===== src/rtl/alu_stateful.sv =====
// alu_stateful
// Stateful ALU for one action-engine container slot. It runs one sub-action
// at a time (add/sub and their immediate forms, store, load, and an atomic
// load-add-store used for counters) against a private register-array RAM.
//
// Ports:
//   clk                 clock
//   rst_n               asynchronous active-low reset
//   action_in           sub-action word, opcode in the top 4 bits
//   action_valid        action_in and operands are valid
//   action_ready        high only while idle; accept = action_valid & action_ready
//   operand_1_in        op A / store data / loadd increment
//   operand_2_in        op B / RAM address (low ADDR_WIDTH bits)
//   operand_3_in        value returned by a store
//   container_out       result, non-zero only during the valid pulse
//   container_out_valid one-cycle pulse per completed action
module alu_stateful #(
    parameter int DATA_WIDTH = 48,
    parameter int ACTION_LEN = 25,
    parameter int ADDR_WIDTH = 5,
    parameter int SATURATE   = 0
) (
    input  logic                  clk,
    input  logic                  rst_n,
    input  logic [ACTION_LEN-1:0] action_in,
    input  logic                  action_valid,
    output logic                  action_ready,
    input  logic [DATA_WIDTH-1:0] operand_1_in,
    input  logic [DATA_WIDTH-1:0] operand_2_in,
    input  logic [DATA_WIDTH-1:0] operand_3_in,
    output logic [DATA_WIDTH-1:0] container_out,
    output logic                  container_out_valid
);

    localparam logic [3:0] OP_ADD   = 4'b0001;
    localparam logic [3:0] OP_ADDI  = 4'b1001;
    localparam logic [3:0] OP_SUB   = 4'b0010;
    localparam logic [3:0] OP_SUBI  = 4'b1010;
    localparam logic [3:0] OP_STORE = 4'b1000;
    localparam logic [3:0] OP_LOAD  = 4'b1011;
    localparam logic [3:0] OP_LOADD = 4'b0111;

    localparam logic [2:0] S_IDLE    = 3'd0;
    localparam logic [2:0] S_EXEC    = 3'd1;
    localparam logic [2:0] S_RD_WAIT = 3'd2;
    localparam logic [2:0] S_RMW     = 3'd3;
    localparam logic [2:0] S_OUTPUT  = 3'd4;

    localparam int DEPTH = 2 ** ADDR_WIDTH;

    logic [2:0]            state;
    logic [3:0]            opcode_q;
    logic [DATA_WIDTH-1:0] op_a;
    logic [DATA_WIDTH-1:0] op_b;
    logic [DATA_WIDTH-1:0] op_c;
    logic [DATA_WIDTH-1:0] rd_data;
    logic [ADDR_WIDTH-1:0] addr_q;
    logic [ADDR_WIDTH-1:0] rd_addr;
    logic                  rd_phase;

    logic [DATA_WIDTH-1:0] ram [DEPTH];

    logic [3:0]            opcode_in;
    logic                  accept;
    logic [DATA_WIDTH-1:0] exec_result;
    logic [DATA_WIDTH-1:0] rmw_sum;
    logic                  ram_we;
    logic [DATA_WIDTH-1:0] ram_wdata;
    logic                  unused_bits;

    // Unsigned add/sub shared by add, sub and loadd; SATURATE selects
    // clamping at the ends of the range instead of wrapping.
    function automatic logic [DATA_WIDTH-1:0] do_add(input logic [DATA_WIDTH-1:0] a,
                                                     input logic [DATA_WIDTH-1:0] b);
        logic [DATA_WIDTH:0] s;
        s = {1'b0, a} + {1'b0, b};
        if (SATURATE != 0 && s[DATA_WIDTH])
            return '1;
        return s[DATA_WIDTH-1:0];
    endfunction

    function automatic logic [DATA_WIDTH-1:0] do_sub(input logic [DATA_WIDTH-1:0] a,
                                                     input logic [DATA_WIDTH-1:0] b);
        if (SATURATE != 0 && a < b)
            return '0;
        return a - b;
    endfunction

    assign opcode_in    = action_in[ACTION_LEN-1 -: 4];
    assign action_ready = (state == S_IDLE);
    assign accept       = action_valid & action_ready;
    assign unused_bits  = ^action_in[ACTION_LEN-5:0];

    // Result of the single-cycle operations, and the counter update value
    // formed from the word fetched during RD_WAIT.
    always_comb begin
        exec_result = op_c;
        case (opcode_q)
            OP_ADD, OP_ADDI: exec_result = do_add(op_a, op_b);
            OP_SUB, OP_SUBI: exec_result = do_sub(op_a, op_b);
            default:         exec_result = op_c;
        endcase
        rmw_sum = do_add(rd_data, op_a);
    end

    // RAM writes happen only in EXEC (store) or RMW (loadd). Because the
    // enable is decoded from the state, a reset before those states
    // guarantees the write never happens.
    always_comb begin
        ram_we    = 1'b0;
        ram_wdata = rmw_sum;
        if (state == S_EXEC && opcode_q == OP_STORE) begin
            ram_we    = 1'b1;
            ram_wdata = op_a;
        end else if (state == S_RMW) begin
            ram_we    = 1'b1;
            ram_wdata = rmw_sum;
        end
    end

    // Register array storage: no reset so contents survive rst_n and the
    // array can map onto RAM primitives.
    always_ff @(posedge clk) begin
        if (ram_we)
            ram[addr_q] <= ram_wdata;
    end

    // Main controller. RD_WAIT takes two cycles: the first registers the
    // read address, the second captures the read data. Outputs are loaded
    // on entry to OUTPUT so the valid pulse coincides with that state and
    // is cleared on the way back to IDLE.
    always_ff @(posedge clk or negedge rst_n) begin
        if (!rst_n) begin
            state               <= S_IDLE;
            opcode_q            <= '0;
            op_a                <= '0;
            op_b                <= '0;
            op_c                <= '0;
            addr_q              <= '0;
            rd_addr             <= '0;
            rd_data             <= '0;
            rd_phase            <= 1'b0;
            container_out       <= '0;
            container_out_valid <= 1'b0;
        end else begin
            case (state)
                S_IDLE: begin
                    if (accept) begin
                        opcode_q <= opcode_in;
                        op_a     <= operand_1_in;
                        op_b     <= operand_2_in;
                        op_c     <= operand_3_in;
                        addr_q   <= operand_2_in[ADDR_WIDTH-1:0];
                        case (opcode_in)
                            OP_ADD, OP_ADDI, OP_SUB, OP_SUBI, OP_STORE: state <= S_EXEC;
                            OP_LOAD, OP_LOADD:                          state <= S_RD_WAIT;
                            default:                                    state <= S_IDLE;
                        endcase
                    end
                end
                S_EXEC: begin
                    container_out       <= exec_result;
                    container_out_valid <= 1'b1;
                    state               <= S_OUTPUT;
                end
                S_RD_WAIT: begin
                    if (!rd_phase) begin
                        rd_addr  <= addr_q;
                        rd_phase <= 1'b1;
                    end else begin
                        rd_phase <= 1'b0;
                        rd_data  <= ram[rd_addr];
                        if (opcode_q == OP_LOADD) begin
                            state <= S_RMW;
                        end else begin
                            container_out       <= ram[rd_addr];
                            container_out_valid <= 1'b1;
                            state               <= S_OUTPUT;
                        end
                    end
                end
                S_RMW: begin
                    container_out       <= rmw_sum;
                    container_out_valid <= 1'b1;
                    state               <= S_OUTPUT;
                end
                S_OUTPUT: begin
                    container_out       <= '0;
                    container_out_valid <= 1'b0;
                    opcode_q            <= '0;
                    op_a                <= '0;
                    op_b                <= '0;
                    op_c                <= '0;
                    addr_q              <= '0;
                    rd_addr             <= '0;
                    rd_data             <= '0;
                    state               <= S_IDLE;
                end
                default: begin
                    state <= S_IDLE;
                end
            endcase
        end
    end

endmodule


===== config.mk =====
export PLATFORM = sky130hd
export DESIGN_NAME = alu_stateful
export DESIGN_NICKNAME = d
export VERILOG_FILES = /design/src/rtl/alu_stateful.sv
export SDC_FILE = /design/constraint.sdc
export NUM_CORES = 2
export LEC_CHECK = 0
export CAP_MARGIN = 25
export CORE_ASPECT_RATIO = 1.75
export CORE_MARGIN = 2
export CORE_UTILIZATION = 57
export DETAILED_ROUTE_END_ITERATION = 10
export MAX_ROUTING_LAYER = met4
export PLACE_DENSITY_LB_ADDON = 0.1
export SLEW_MARGIN = 20
export SYNTH_ARGS = -nofsm -noshare
export SYNTH_HDL_FRONTEND = slang
export SYNTH_SLANG_ARGS = --single-unit

===== constraint.sdc =====
create_clock -name clk -period 6.45 [get_ports clk]
set_clock_uncertainty 0.05 [all_clocks]
set_input_delay 1.29 -clock clk [delete_from_list [all_inputs] [get_ports clk]]
set_output_delay 1.29 -clock clk [all_outputs]
set_load 0.02 [all_outputs]

# Word-level counts from Yosys, hierarchy flattened
# Memory sizes are Yosys's and may differ from the RTL's.
# Index checks and enable logic that the tools add are counted.
word_totals:
  reg_bits: 259
  mem_bits_rw: 1536
  inputBits: 172
  out_inout_bits: 50
  wordCells: 86
  mem_count: 1
op_classes:
  addsub: 3
  n_eq_ne: 21
  mux: 32
  bitwise: 1
  reduce_logical: 17
memory_table:
  columns: ["memory", "words", "width", "read_ports", "rd_clocked_by_memory_dff", "write_ports", "line_no", "source"]
  rows:
  - ["ram", 32, 48, 1, 0, 1, "61", "logic [DATA_WIDTH-1:0] ram [DEPTH];"]
op_table:
  columns: ["op", "count"]
  rows:
  - ["48-bit case mux with 2 select lines", 5]
  - ["48-bit two-way mux", 7]
  - ["48-bit case mux with 4 select lines", 1]
  - ["48-bit adder", 2]
  - ["48-bit subtractor", 1]
  - ["4-bit equality test, second input constant", 7]
  - ["5-bit case mux with 2 select lines", 2]
  - ["5-bit two-way mux", 2]
  - ["3-bit two-way mux", 3]
  - ["3-bit case mux with 3 select lines", 1]
  - ["4-bit by 1-bit equality test with 1-bit output, second input constant", 2]
  - ["4-bit by 2-bit equality test with 1-bit output, second input constant", 2]
  - ["4-bit by 3-bit equality test with 1-bit output, second input constant", 2]
  - ["4-bit case mux with 2 select lines", 1]
  - ["2-bit AND reduction", 4]
  - ["2-bit OR reduction", 4]
  - ["1-bit two-way mux", 7]
  - ["3-bit by 2-bit equality test with 1-bit output, second input constant", 2]
  - ["2-bit inequality test, second input constant", 3]
  - ["3-bit AND reduction", 2]
  - ["5-bit OR reduction", 1]
  - ["4-bit two-way mux", 1]
  - ["2-bit case mux with 2 select lines", 1]
  - ["2-bit nonzero test", 2]
  - ["9 further kinds", 9]

# Longest topological paths before layout
logic_depth:
  depth_word: 5
  mapped_depth: 21
  mapped_depth_nobuf: 19

# Least setup slack after synthesis
# OpenSTA, ideal clock, no wires.
synth_timing:
  kind: "register -> register"
  from: "reg opcode_q[1]"
  to: "mem ram[0][0], enable pin"
  setup_ns: 0.469
  arrival_time_ns: 4.417
  required_time_ns: 5.931
  path_slack_ns: 1.514
  path_stages_with_launch: 13
  path_buffers: 4
  synth_period_minus_slack_ns: 4.936
  cell_sequence: "dfrtp_1 clkbuf_1 nand4b_1 a31oi_1 or2_2 clkbuf_1 inv_1 nor2_1 nor2_1 nand4b_1 clkbuf_1 clkbuf_1 a21oi_1"
synth_between:
  elab_chain_len: 5
synth_lines:
  columns: ["item", "line_no", "source"]
  rows:
  - ["from (decl)", "52", "logic [3:0] opcode_q;"]
  - ["from (signal assigned)", "149", "opcode_q <= opcode_in;"]
  - ["4-bit equality test", "112", "if (state == S_EXEC && opcode_q == OP_STORE) begin"]
  - ["1-bit logical AND", "112", null]
  - ["1-bit two-way mux", "112", null]
  - ["1-bit two-way mux", "124", "if (ram_we)"]
  - ["1-bit two-way mux (not written as such)", "125", "ram[addr_q] <= ram_wdata;"]
  - ["to (decl)", "61", null]
# No other way between the ends.

# Worst setup path in the final report
layout_timing:
  from: "reg op_b[4]"
  to: "reg container_out[44]"
layout_between:
  elab_chain_len: 3
  elab_cells_between_ends: 4
  classes_between: "add/sub: 2; mux: 2"
layout_lines:
  columns: ["item", "line_no", "source"]
  rows:
  - ["from (decl)", "54", "logic [DATA_WIDTH-1:0] op_b;"]
  - ["from (signal assigned)", "151", "op_b <= operand_2_in;"]
  - ["48-bit subtractor or 48-bit adder (tied branches)", "86, 76", null]
  - ["48-bit case mux with 2 select lines *", "98", "case (opcode_q)"]
  - ["48-bit case mux with 4 select lines *", "146", "case (state)"]
  - ["to (signal assigned)", "162", "container_out <= exec_result;"]
  - ["to (signal assigned)", "176", "container_out <= ram[rd_addr];"]
  - ["to (signal assigned)", "183", "container_out <= rmw_sum;"]
  - ["to (decl)", "31", "output logic [DATA_WIDTH-1:0] container_out,"]
# Every way passes the cells marked *; elsewhere a longest branch is shown, timed or not.
# A chain may end at the register's enable or synchronous reset.

==> run summary <==
Outcome = complete, no violations
Final Slew Violations = 0
Area of the multi-input gates = 0.0227 mm^2
Top Ports = 222
Core area = 0.132 mm^2
Global-route wire length before repair = 302,000 um
Post-layout power = 48.1 mW
Design Area, Final = 0.0865 mm^2
Vias = 43,119
Post-synthesis cell type count = 76
Setup TNS = 0 ps
Unrepaired setup endpoints after global routing = no
CP Launch Type = flip-flop
Post-placement worst setup slack = 797 ps
Chip height = 487 um
CTS Buffer Depth = 3
Post-synth top flop = edfxtp_1
Nets = 5,032
Vias/cell = 6.54
Mean post-synth cell area = 16.9 um^2
Clk sinks = 1,790
Post-synthesis cell count = 4,495
Min Tclk post-route = 5820 ps
Final hold vios = 0
Worst Hold Class = in2async
Fill count = 9,157
Fraction of registers with async set/reset = 14.2%
Starting Density = 57.3%
Leading cell type in the layout, fill and taps excluded = edfxtp_1
Largest net degree at the start of global routing = 129
Layout Cells excl Fill = 6,589
Clk Latency, worst-skew pair = 790 ps
Gpl congestion = 0.995
Max Clk Rate = 172 MHz
Number of synthesized flops with an enable pin = 1,536
Routed len/inst = 31.8 um
Critical path class = reg2reg
GR Overflow Total = 0
Total GRT Usage = 32.2%
CTS tree = done
# hold bufs at CTS = 0
Slew @ Worst Pin = 1160 ps
I/O Buffers = 200
Static Leakage = 29.4 nW
Die ar. = 0.136 mm^2
Area grow syn2layout = 14.0%
Wirelength, routed = 210,000 um
Cts repair resizes = 0
Total CTS buffers = 160
Initial drt markers = 4,065
Antenna violations before repair = 6
Relative slew slack = 20.3%
Endpoint class of the critical path = flip-flop
ANT nets after route = 0
Max-cap viol count = 0
Commonest non-fill, non-tap cells in the layout = edfxtp_1, mux4_2, nand2_1
Yosys warnings = 0
DRT Pass-1 Iters = 5
CP required = 7040 ps
DRC = 0
Post-CTS Setup Inserts = 0
Placement Rows = 177
Peak supply drop = 0.381 mV
DP Wirelength = 132,000 um
Net Count, Synth = 4,767
Register Area = 0.0525 mm^2
Register area share after synthesis = 69.2%
Placed cells = 6,295
Root buffer selected by CTS = clkbuf_16
Period utilization = 90.2%
Mapped Area = 0.0759 mm^2
CP Data Arrival Time = 6400 ps
Flops & latches, synth = 1,790
Clk slew on worst S/H paths = 60 ps
# setup viols final = 0
Max FO, Critical Path = 12
Layout cells sized above 1 = 20.7%
Setup WS post-layout = 631 ps
Number of global-route vias before repair = 43,831
Power Density = 555 mW/mm^2
Die X = 280 um
Area post-placement = 0.0811 mm^2
Htree depth = 4
==> layout make-up <==
cell class | instances | share of cell area (%)
clock inverter | 89 | 1.24
inverter | 31 | 0.135
multi-input combinational | 2405 | 26.3
tap | 1700 | 2.46
sequential | 1790 | 60.7
timing repair buffer | 372 | 4.30
antenna | 4 | 0.0116
clock buffer | 198 | 4.89
==> cells in the mapped netlist (13+ instances only) <==
| cell | number | area [um^2] |
|---|---|---|
| inv_1 | 31 | 116 |
| o21a_1 | 16 | 120 |
| nand3_1 | 208 | 1040 |
| o21bai_1 | 18 | 135 |
| mux4_2 | 480 | 10800 |
| xnor2_1 | 63 | 552 |
| dfrtp_1 | 254 | 6360 |
| mux2i_1 | 57 | 571 |
| edfxtp_1 | 1536 | 46100 |
| o21ai_0 | 170 | 851 |
| nor3_1 | 29 | 145 |
| nand2_1 | 476 | 1790 |
| a21oi_1 | 192 | 961 |
| a211oi_1 | 22 | 165 |
| o221ai_1 | 13 | 114 |
| clkbuf_1 | 203 | 762 |
| or3_1 | 13 | 81.3 |
| buf_1 | 58 | 218 |
| o31ai_1 | 17 | 128 |
| and3_1 | 22 | 138 |
| ha_1 | 98 | 1230 |
| o22ai_1 | 18 | 113 |
| a31oi_1 | 20 | 125 |
| a21o_1 | 60 | 450 |
| nor2_1 | 163 | 612 |
| xor2_1 | 64 | 561 |
| nand4_1 | 25 | 156 |
==> worst paths after layout <==
kind / from / end / slack [ps] / depth (start not counted)
hold reg to reg: container_out[23] / container_out[23] / 450 / 2
hold / removal: rst_n / op_b[6] / 440 / 1
setup reg to reg: op_b[4] / container_out[44] / 630 / 17
setup / recovery: op_b[4] / container_out[44] / 630 / 17
min in group clk: container_out[23] / container_out[23] / 450 / 2
max in group asynchronous: rst_n / op_c[25] / 4630 / 2
==> metal layers <==
layer  wire, um  up-vias  GRT usage (%)
met3      12900      417           4.15
met4       9900        0           14.3
met1      76500    22520           39.0
met5          0        -              -
li1           -    18363              -
met2     110000     1819           54.5
==> report_power, final <==
group	internal, mW	switching [mW]	total (mW)	leakage (nW)
combinational	6.71	12.8	19.5	9.72
sequential	17.5	1.18	18.7	17.1
clock	5.53	4.26	9.80	2.58
==> worst max-delay path, cell delays in order, from the launching register on <==
cell and delay (ps):
dfrtp_1 610, nor3_1 380, nand2_1 340, or4_2 800, buf_4 220, o41ai_1 320
xor2_1 120, ha_1 420, and3_1 250, a211o_1 160, nand4_1 130, a21oi_1 590
o211ai_1 190, a31oi_1 450, a41oi_1 250, xnor2_1 170, a21oi_1 160, o22ai_1 80
==> sequential cells by signal, summed over array words and instances (netlist names) <==
| name | flops |
|---|---|
| ram | 1536 |
| container_out | 48 |
| op_a | 48 |
| op_b | 48 |
| op_c | 48 |
| rd_data | 48 |
| rd_addr | 5 |
| opcode_q | 4 |
| state | 3 |
| container_out_valid | 1 |
| rd_phase | 1 |
==> per-stage QoR <==
| stage | hold slack [ps] | utilization [%] |
|---|---|---|
| after global placement | 423 | 61.1 |
| after detailed placement | 434 | 61.2 |
| final | 436 | 65.3 |
| after global routing | 456 | 65.3 |
| after CTS | 410 | 65.3 |
| after floorplan | 416 | - |
==> cell families (layout without fill, tap and decap cells) <==
group	after synthesis	count (layout)	synth area share, %
other cells	0	4	0
compound gates	629	629	5.16
mux	548	548	15.2
buf+inv	300	690	1.50
xor+xnor	128	128	1.50
flops	1790	1790	69.2
simple gates	1000	1000	5.85
fa+ha+maj	100	100	1.67
Note: power is estimated with default switching activity, not from simulation.
